==> config.mk <==
export PLATFORM = sky130hd
export DESIGN_NAME = lif_array_flat
export DESIGN_NICKNAME = d
export VERILOG_FILES = /design/src/rtl/lif_array_if.sv /design/src/rtl/lif_array.sv /design/src/flat_wrapper.sv
export SDC_FILE = /design/constraint.sdc
export NUM_CORES = 1
export LEC_CHECK = 0
export ABC_AREA = 1
export CAP_MARGIN = 20
export CORE_MARGIN = 8
export CORE_UTILIZATION = 66
export CTS_CLUSTER_SIZE = 12
export DETAILED_ROUTE_END_ITERATION = 7
export DONT_BUFFER_PORTS = 1
export PLACE_DENSITY = 0.85
export SETUP_SLACK_MARGIN = 0.02
export SYNTH_ARGS = -nofsm -noshare
export SYNTH_HDL_FRONTEND = slang
export SYNTH_SLANG_ARGS = --single-unit
==> constraint.sdc <==
create_clock -name clk_i -period 3.6 [get_ports clk_i]
set_input_delay 0.72 -clock clk_i [delete_from_list [all_inputs] [get_ports clk_i]]
set_output_delay 0.72 -clock clk_i [all_outputs]
set_load 0.01 [all_outputs]
==> src/rtl/lif_array_if.sv <==
// Step strobe, per-neuron currents and spike/refractory outputs of lif_array.
// Optional spike-counter signals exist only under LIF_ARRAY_SPIKE_COUNT_EN.
interface lif_array_if #(
  parameter int NUM_NEURONS = 4,
  parameter int WIDTH       = 8
);
  logic                         step_i;
  logic [NUM_NEURONS*WIDTH-1:0] current_i;
  logic [NUM_NEURONS-1:0]       spike_o;
  logic [NUM_NEURONS-1:0]       refrac_o;
`ifdef LIF_ARRAY_SPIKE_COUNT_EN
  logic                         cnt_clr_i;
  logic [NUM_NEURONS*16-1:0]    spike_cnt_o;

  modport master (output step_i, current_i, cnt_clr_i,
                  input  spike_o, refrac_o, spike_cnt_o);
  modport slave  (input  step_i, current_i, cnt_clr_i,
                  output spike_o, refrac_o, spike_cnt_o);
`else
  modport master (output step_i, current_i, input spike_o, refrac_o);
  modport slave  (input step_i, current_i, output spike_o, refrac_o);
`endif
endinterface

==> src/rtl/lif_array.sv <==
// lif_array: NUM_NEURONS adaptive-threshold LIF neurons; LIF_ARRAY_SPIKE_COUNT_EN adds spike counters.
// Latency 1 cycle from a step to spike_o; no backpressure, step_i may be high every cycle.
module lif_array #(
  parameter int NUM_NEURONS = 4,
  parameter int WIDTH       = 8,
  parameter int LEAK_SHIFT  = 1,
  parameter int THRESH_INIT = 128,
  parameter int THRESH_INC  = 5,
  parameter int THRESH_DEC  = 1,
  parameter int THRESH_MIN  = 75,
  parameter int THRESH_MAX  = 250,
  parameter int REFRACT     = 2
) (
  input logic          clk_i,
  input logic          rst_ni,
  lif_array_if.slave   bus
);
  localparam int RW = (REFRACT > 0) ? $clog2(REFRACT + 1) : 1;

  localparam logic [WIDTH-1:0] TH_INIT_W = WIDTH'(THRESH_INIT);
  localparam logic [WIDTH-1:0] MIN_W     = WIDTH'(THRESH_MIN);
  localparam logic [WIDTH-1:0] MAX_W     = WIDTH'(THRESH_MAX);
  localparam logic [WIDTH-1:0] DEC_W     = WIDTH'(THRESH_DEC);
  localparam logic [WIDTH:0]   INC_X     = (WIDTH+1)'(THRESH_INC);
  localparam logic [WIDTH:0]   MAX_X     = {1'b0, MAX_W};
  localparam logic [RW-1:0]    REFRACT_W = RW'(REFRACT);

  if (!(THRESH_MIN <= THRESH_INIT && THRESH_INIT <= THRESH_MAX &&
        THRESH_MAX < (1 << WIDTH))) begin : g_thresh_check
    $error("lif_array: need THRESH_MIN <= THRESH_INIT <= THRESH_MAX < 2**WIDTH");
  end
  if (LEAK_SHIFT < 1 || LEAK_SHIFT > WIDTH - 1) begin : g_leak_check
    $error("lif_array: LEAK_SHIFT must be within 1..WIDTH-1");
  end

  logic [NUM_NEURONS-1:0] spike_vec;
  logic [NUM_NEURONS-1:0] refrac_vec;

  for (genvar i = 0; i < NUM_NEURONS; i++) begin : g_neuron
    logic [WIDTH-1:0] mem_q, th_q;
    logic [RW-1:0]    r_q;
    logic             spike_q, refrac_q;

    logic [WIDTH-1:0] cur, v, th_inc, th_dec, mem_nxt, th_nxt;
    logic [WIDTH:0]   sum, th_up;
    logic [RW-1:0]    r_nxt;
    logic             fire;

    assign cur = bus.current_i[i*WIDTH +: WIDTH];
    // One extra bit catches the carry so the sum can be clamped instead of wrapped.
    assign sum = {1'b0, cur} + {1'b0, mem_q >> LEAK_SHIFT};
    assign v   = sum[WIDTH] ? {WIDTH{1'b1}} : sum[WIDTH-1:0];

    assign th_up  = {1'b0, th_q} + INC_X;
    assign th_inc = (th_up > MAX_X) ? MAX_W : th_up[WIDTH-1:0];
    assign th_dec = (th_q <= MIN_W)          ? th_q :
                    ((th_q - MIN_W) > DEC_W) ? th_q - DEC_W : MIN_W;

    always_comb begin
      fire    = 1'b0;
      mem_nxt = '0;
      r_nxt   = r_q;
      th_nxt  = th_dec;
      if (r_q != '0) begin
        r_nxt = r_q - RW'(1);
      end else if (v >= th_q) begin
        fire   = 1'b1;
        r_nxt  = REFRACT_W;
        th_nxt = th_inc;
      end else begin
        mem_nxt = v;
      end
    end

    always_ff @(posedge clk_i) begin
      if (!rst_ni) begin
        mem_q    <= '0;
        th_q     <= TH_INIT_W;
        r_q      <= '0;
        spike_q  <= 1'b0;
        refrac_q <= 1'b0;
      end else if (bus.step_i) begin
        mem_q    <= mem_nxt;
        th_q     <= th_nxt;
        r_q      <= r_nxt;
        spike_q  <= fire;
        refrac_q <= (r_nxt != '0);
      end else begin
        spike_q  <= 1'b0;
      end
    end

    assign spike_vec[i]  = spike_q;
    assign refrac_vec[i] = refrac_q;

`ifdef LIF_ARRAY_SPIKE_COUNT_EN
    logic [15:0] cnt_q;

    // Clear has priority over a same-cycle increment.
    always_ff @(posedge clk_i) begin
      if (!rst_ni || bus.cnt_clr_i) begin
        cnt_q <= '0;
      end else if (spike_q && cnt_q != 16'hFFFF) begin
        cnt_q <= cnt_q + 16'd1;
      end
    end

    assign bus.spike_cnt_o[i*16 +: 16] = cnt_q;
`endif
  end

  assign bus.spike_o  = spike_vec;
  assign bus.refrac_o = refrac_vec;

endmodule
==> src/flat_wrapper.sv <==
// flat-port wrapper written by rule: the top's interface ports become plain ports
module lif_array_flat 
#(
  parameter int NUM_NEURONS = 4,
  parameter int WIDTH       = 8,
  parameter int LEAK_SHIFT  = 1,
  parameter int THRESH_INIT = 128,
  parameter int THRESH_INC  = 5,
  parameter int THRESH_DEC  = 1,
  parameter int THRESH_MIN  = 75,
  parameter int THRESH_MAX  = 250,
  parameter int REFRACT     = 2
)
  (clk_i, rst_ni, bus_step_i, bus_current_i, bus_spike_o, bus_refrac_o);
  lif_array_if #(.NUM_NEURONS(NUM_NEURONS), .WIDTH(WIDTH)) bus_i ();
  input logic clk_i;
  input logic rst_ni;
  input wire logic [$bits(bus_i.step_i)-1:0] bus_step_i;
  input wire logic [$bits(bus_i.current_i)-1:0] bus_current_i;
  output wire logic [$bits(bus_i.spike_o)-1:0] bus_spike_o;
  output wire logic [$bits(bus_i.refrac_o)-1:0] bus_refrac_o;
  assign bus_i.step_i = bus_step_i;
  assign bus_i.current_i = bus_current_i;
  assign bus_spike_o = bus_i.spike_o;
  assign bus_refrac_o = bus_i.refrac_o;
  lif_array #(.NUM_NEURONS(NUM_NEURONS), .WIDTH(WIDTH), .LEAK_SHIFT(LEAK_SHIFT), .THRESH_INIT(THRESH_INIT), .THRESH_INC(THRESH_INC), .THRESH_DEC(THRESH_DEC), .THRESH_MIN(THRESH_MIN), .THRESH_MAX(THRESH_MAX), .REFRACT(REFRACT)) u_core (.clk_i(clk_i), .rst_ni(rst_ni), .bus(bus_i));
endmodule
==> Word-level counts from Yosys, hierarchy flattened <==
Cells that the tools add are included.
{ "totals": {"regBits": 80, "out_inout_bits": 8, "wordCells": 114, "inputBits": 35} }
{ "op_classes": {"addsub": 20, "muxes": 44, "n_reduce_logical": 12, "bitwise_logic": 2, "order_cmp": 16} }
{ "ops": {"columns": ["operator", "n"], "rows": [
  ["two-way mux 8 bit", 32],
  ["adder 8 x 3 -> 9 bit, second input constant", 4],
  ["adder 8 x 7 -> 9 bit", 4],
  ["greater-than comparator 9 x 8 -> 1 bit, second input constant", 4],
  ["greater-or-equal comparator 8 bit", 4],
  ["greater-than comparator 8 x 1 -> 1 bit, second input constant", 4],
  ["less-or-equal comparator 8 x 7 -> 1 bit, second input constant", 4],
  ["subtractor 8 x 1 -> 8 bit, second input constant", 4],
  ["subtractor 8 x 7 -> 8 bit, second input constant", 4],
  ["two-way mux 2 bit", 8],
  ["nonzero test 2 bit", 8],
  ["OR reduction 3 bit", 4],
  ["subtractor 2 x 1 -> 2 bit, second input constant", 4],
  ["two-way mux 1 bit", 4],
  ["inverter 1 bit", 2]
]} }

==> Depth between registers and ports, before layout <==
{ "depth": {"depth_word": 6, "depth_mapped": 23, "ltp_nobuf": 23} }

==> Worst setup path after synthesis <==
No wires, ideal clock.
{ "synth_timing": {"path_kind": "input to register", "from": "input port bus_current_i[24]", "to": "register u_core.g_neuron[3].th_q[5]", "stages": 17, "path_slack_ns": 0.214, "t_required_ns": 3.463, "setup_time_ns": 0.137, "n_path_buf": 1, "arrival_ns": 3.250, "path_cell_list": "ha_1 -> fa_1 -> nand2_1 -> inv_1 -> o21ai_1 -> nand2_1 -> a31oi_2 -> nand3_1 -> ha_1 -> a21oi_1 -> o21a_1 -> nand3_1 -> nand2_1 -> clkbuf_1 -> nand3_1 -> o211ai_1 -> a21oi_1"} }
{ "synth_between": {"elab_chain_cells": 5} }
{ "synth_rtl": {"columns": ["item", "line", "text"], "rows": [
  ["start: declaration", "flat_wrapper.sv:19", "input wire logic [$bits(bus_i.current_i)-1:0] bus_current_i;"],
  ["adder 8 x 7 -> 9 bit", "lif_array.sv:51", "assign sum = {1'b0, cur} + {1'b0, mem_q >> LEAK_SHIFT};"],
  ["two-way mux 8 bit", "lif_array.sv:52", "assign v = sum[WIDTH] ? {WIDTH{1'b1}} : sum[WIDTH-1:0];"],
  ["greater-or-equal comparator 8 bit", "lif_array.sv:66", "end else if (v >= th_q) begin"],
  ["two-way mux 8 bit", "lif_array.sv:66", null],
  ["two-way mux 8 bit", "lif_array.sv:64", "if (r_q != '0) begin"],
  ["end signal: assignment", "lif_array.sv:84", "th_q <= th_nxt;"],
  ["end: declaration", "lif_array.sv:40", "logic [WIDTH-1:0] mem_q, th_q;"]
]} }
No other way between the ends.
A chain may end at the register's enable or synchronous reset.

==> Worst setup path in the final report <==
{ "layout_timing": {"from": "input port bus_current_i[8]", "to": "register u_core.g_neuron[1].th_q[5]"} }
{ "layout_between": {"elab_chain_cells": 5} }
{ "layout_rtl": {"columns": ["item", "line"], "rows": [
  ["adder 8 x 7 -> 9 bit", "lif_array.sv:51"],
  ["two-way mux 8 bit", "lif_array.sv:52"],
  ["greater-or-equal comparator 8 bit", "lif_array.sv:66"],
  ["two-way mux 8 bit", "lif_array.sv:66"],
  ["two-way mux 8 bit", "lif_array.sv:64"],
  ["end signal: assignment", "lif_array.sv:84"],
  ["end: declaration", "lif_array.sv:40"]
]} }
No other way between the ends.

==> out/results.tsv <==
stage	metric	value	unit
final_layout	syn_to_final_growth	5.85	%
global_routing	grt_overflow	0	
global_routing	grt_antenna_before_repair	0	
floorplan	initial_core_util	66.8	%
final_layout	final_nets	1265	
routing	drc_errors	0	
worst_setup_path	path_cells	ha_1, fa_1, nand2_1, inv_1, o21ai_1, nand2_1, a31oi_2, buf_4, nand3_1, ha_1, nand2_1, nor2_1, nand4_1, nand3_1, nand2_2, nor2_1, nand2_1, nand2_1, a21oi_1	
clock_network	clk_path_buf_depth	2	
worst_setup_path	cp-start-kind	input pin	
worst_setup_path	cpPeakStageDelay	0.43	ns
timing	maxSlewHeadroom	45.1	%
worst_setup_path	crit_top_cell	nand2_1	
placement	port_buffers	0	
min_path	hp-class	in2reg	
logic_synthesis	ys_ff_latch	76	
logic_synthesis	async_flop_share	0	%
floorplan	die_area	14400	um2
logic_synthesis	synth_cell_types	38	
global_routing	grt_max_degree	48	
logic_synthesis	avgSynthCellArea	6.21	um2
global_routing	grt_usage	23.8	%
timing	holdWs	0.459	ns
clock_network	clock_sink_count	76	
timing	setup_ws	0.283	ns
clock_network	htree_levels	3	
worst_setup_path	crit_path_end_kind	flip-flop	
worst_setup_path	worstPathArrival	3.53	ns
power_and_ir_drop	p_per_area	1040	nW/um2
floorplan	die_w	120	um
placement	dp.cells	1283	
power_and_ir_drop	max-vdd-ir-drop	0.000488	V
logic_synthesis	synth_ff_type	dfxtp_1	
timing	final.min_clock_period	3.32	ns
logic_synthesis	netlist_instances	1151	
power_and_ir_drop	p_leak	3.88	nW
timing	tightest_slew	0.823	ns
floorplan	fp.dieH	120	um
routing	vias	7371	
logic_synthesis	synth-seq-area-share	21.3	%
worst_setup_path	required	3.81	ns
floorplan	core_area	10700	um2
clock_network	cts_setup_buffers	0	
routing	wl	17.0	mm
final_layout	antenna_cells	0	
routing	drt-initial-drc-count	569	
floorplan	ioPinCount	43	
timing	finalSetupViolCount	0	
global_routing	grt_pass1_vias	6735	
placement	dp_worst_setup_slack	-0.118	ns
timing	drv_slew	0	
clock_network	insertion_delay	0.36	ns
clock_network	postCtsHoldBufs	0	
worst_setup_path	slowest_stage	fa_1	
run_status	status	finished, final reports clean	
routing	vias_per_cell	5.67	
timing	hold_viol	0	
logic_synthesis	synth_edf_count	0	
clock_network	cts_buffers	9	
timing	fin_tns_setup	0	ns
routing	post_drt_wl_per_cell	13.1	um
final_layout	drive_gt1_share	9.84	%
logic_synthesis	synth.net_count	1262	
floorplan	num_rows	38	
logic_synthesis	netlist_area	7150	um2
clock_network	cts_tree	yes	
routing	antenna_left	0	
final_layout	final_cells	1299	
logic_synthesis	ys_warn_count	0	
clock_network	cts-root-buf	clkbuf_8	
worst_setup_path	path_max_fanout	8	
global_routing	grt_first_pass_wirelength	29.7	mm
placement	gp_congestion	0.973	
routing	first_pass_iters	6	
flow_run	maxCapViolCount	0	
timing	fmax	0.301	GHz
final_layout	nFillCells	961	
worst_setup_path	worst-setup-path-type	in2reg	
clock_network	ctsResizeCount	0	
timing	rsz0062_at_grt	true	
timing	finalClockSkew	0.00705	ns
clock_network	cts.clk_slew.worst_paths	0.09	ns
placement	place_hpwl	12.8	mm
timing	period_share	92.1	%
## routing by layer
layer | routed length, um | global-route usage, % | vias up
met2 | 7800 | 40.1 | 238
li1 | - | - | 3813
met1 | 7790 | 30.4 | 3300
met5 | 0 | 0 | -
met3 | 1180 | 5.07 | 20
met4 | 204 | 6.09 | 0
## cell usage after synthesis, types with 7 or more instances
library cell / number / area share (%)
o21ai_0: 31 / 2.2
nand2_1: 342 / 18
buf_1: 7 / 0.37
inv_2: 10 / 0.53
ha_1: 72 / 13
nor2_1: 69 / 3.6
nand3_1: 133 / 9.3
o211ai_1: 8 / 0.84
a21oi_1: 93 / 6.5
nor2_2: 10 / 0.88
nand2_2: 14 / 1.2
nand4_1: 26 / 2.3
clkbuf_1: 13 / 0.68
o21ai_1: 18 / 1.3
a22oi_1: 16 / 1.7
dfxtp_1: 76 / 21
inv_1: 134 / 7.0
buf_4: 11 / 1.2
## final cells by class
| class | count | area [um2] | area share [%] |
|---|---|---|---|
| timing repair buffer | 30 | 225 | 2.98 |
| inverter | 149 | 564 | 7.46 |
| sequential | 76 | 1520 | 20.1 |
| clock buffer | 10 | 128 | 1.69 |
| tap | 140 | 175 | 2.32 |
| multi-input combinational | 888 | 4860 | 64.3 |
| clock inverter | 6 | 88.8 | 1.17 |
## worst max-delay path, delay by kind of cell
family	cells	cell delay [ns]
AO/OA/AOI/OAI	3	0.34
adder cells (fa/ha/maj)	3	0.97
buffers and inverters	2	0.22
AND/OR/NAND/NOR	11	1.25
## path summary, 6_finish.rpt
| kind | to | slack, ns | from | cells after the start |
|---|---|---|---|---|
| worst max-delay path | u_core.g_neuron[1].th_q[5] | 0.28 | bus_current_i[8] | 19 |
| worst min register to register | u_core.g_neuron[0].mem_q[7] | 0.47 | u_core.g_neuron[0].mem_q[7] | 2 |
| worst max register to register | u_core.g_neuron[1].th_q[5] | 0.32 | u_core.g_neuron[1].mem_q[1] | 19 |
| worst min-delay path | u_core.g_neuron[1].r_q[1] | 0.46 | rst_ni | 2 |
## flip-flops by register name, summed over array words and instances, names as in the netlist
name,flops
u_core.g_neuron.th_q,32
u_core.g_neuron.mem_q,28
u_core.g_neuron.r_q,8
u_core.g_neuron.refrac_q,4
u_core.g_neuron.spike_q,4
## power breakdown
part	total, mW	switching (mW)	internal, mW
combinational	5.46	3.26	2.20
clock	0.737	0.346	0.391
sequential	1.67	0.479	1.20
total	7.87	4.08	3.79
## cells in the final DEF, fill, tap and decap left out
cell,Yosys,final
inv_2,10,13
a31oi_2,4,4
a22oi_1,16,16
dfxtp_1,76,76
clkinvlp_4,0,2
nand2_4,6,6
nand2_1,342,342
nor3_1,4,4
a31o_2,4,4
xnor2_1,5,5
clkinv_2,0,1
nor2_4,1,1
buf_4,11,30
or2_1,1,1
inv_4,2,2
a21oi_1,93,93
o21ai_1,18,18
o21ai_0,31,31
clkbuf_1,13,1
fa_1,4,4
clkinv_1,3,2
nand3b_1,3,3
nand3_1,133,133
bufinv_16,0,2
ha_1,72,72
clkbuf_8,0,9
nand4_2,4,4
inv_1,134,132
nand4_1,26,26
o211ai_1,8,8
o21a_1,4,4
nand2_2,14,14
nor2_1,69,69
nand3_2,2,2
a21oi_2,6,6
a21boi_1,1,1
clkinv_4,0,1
nor2_2,10,10
xor2_1,4,4
or2_2,3,3
## cell families after synthesis
group	count (synthesis)	synth area share (%)
and+or+nand+nor	618	38.3
buffers and inverters	187	10.7
AOI/OAI and AO/OA	185	14.9
adders and majority gates	76	13.7
DFF	76	21.3
xor gates and xnor gates	9	1.10
## through the flow
stage | instance area [um2] | power, mW | util, %
2_1_floorplan | 7150 | 5.74 | -
3_3_place_gp | 7350 | 6.92 | 68.7
3_5_place_dp | 7350 | 7.06 | 68.7
4_1_cts | 7570 | 7.84 | 70.7
5_1_grt | 7570 | 8.81 | 70.7
6_report | 7570 | 7.87 | 70.7
Power figures use the tool's default switching activity.
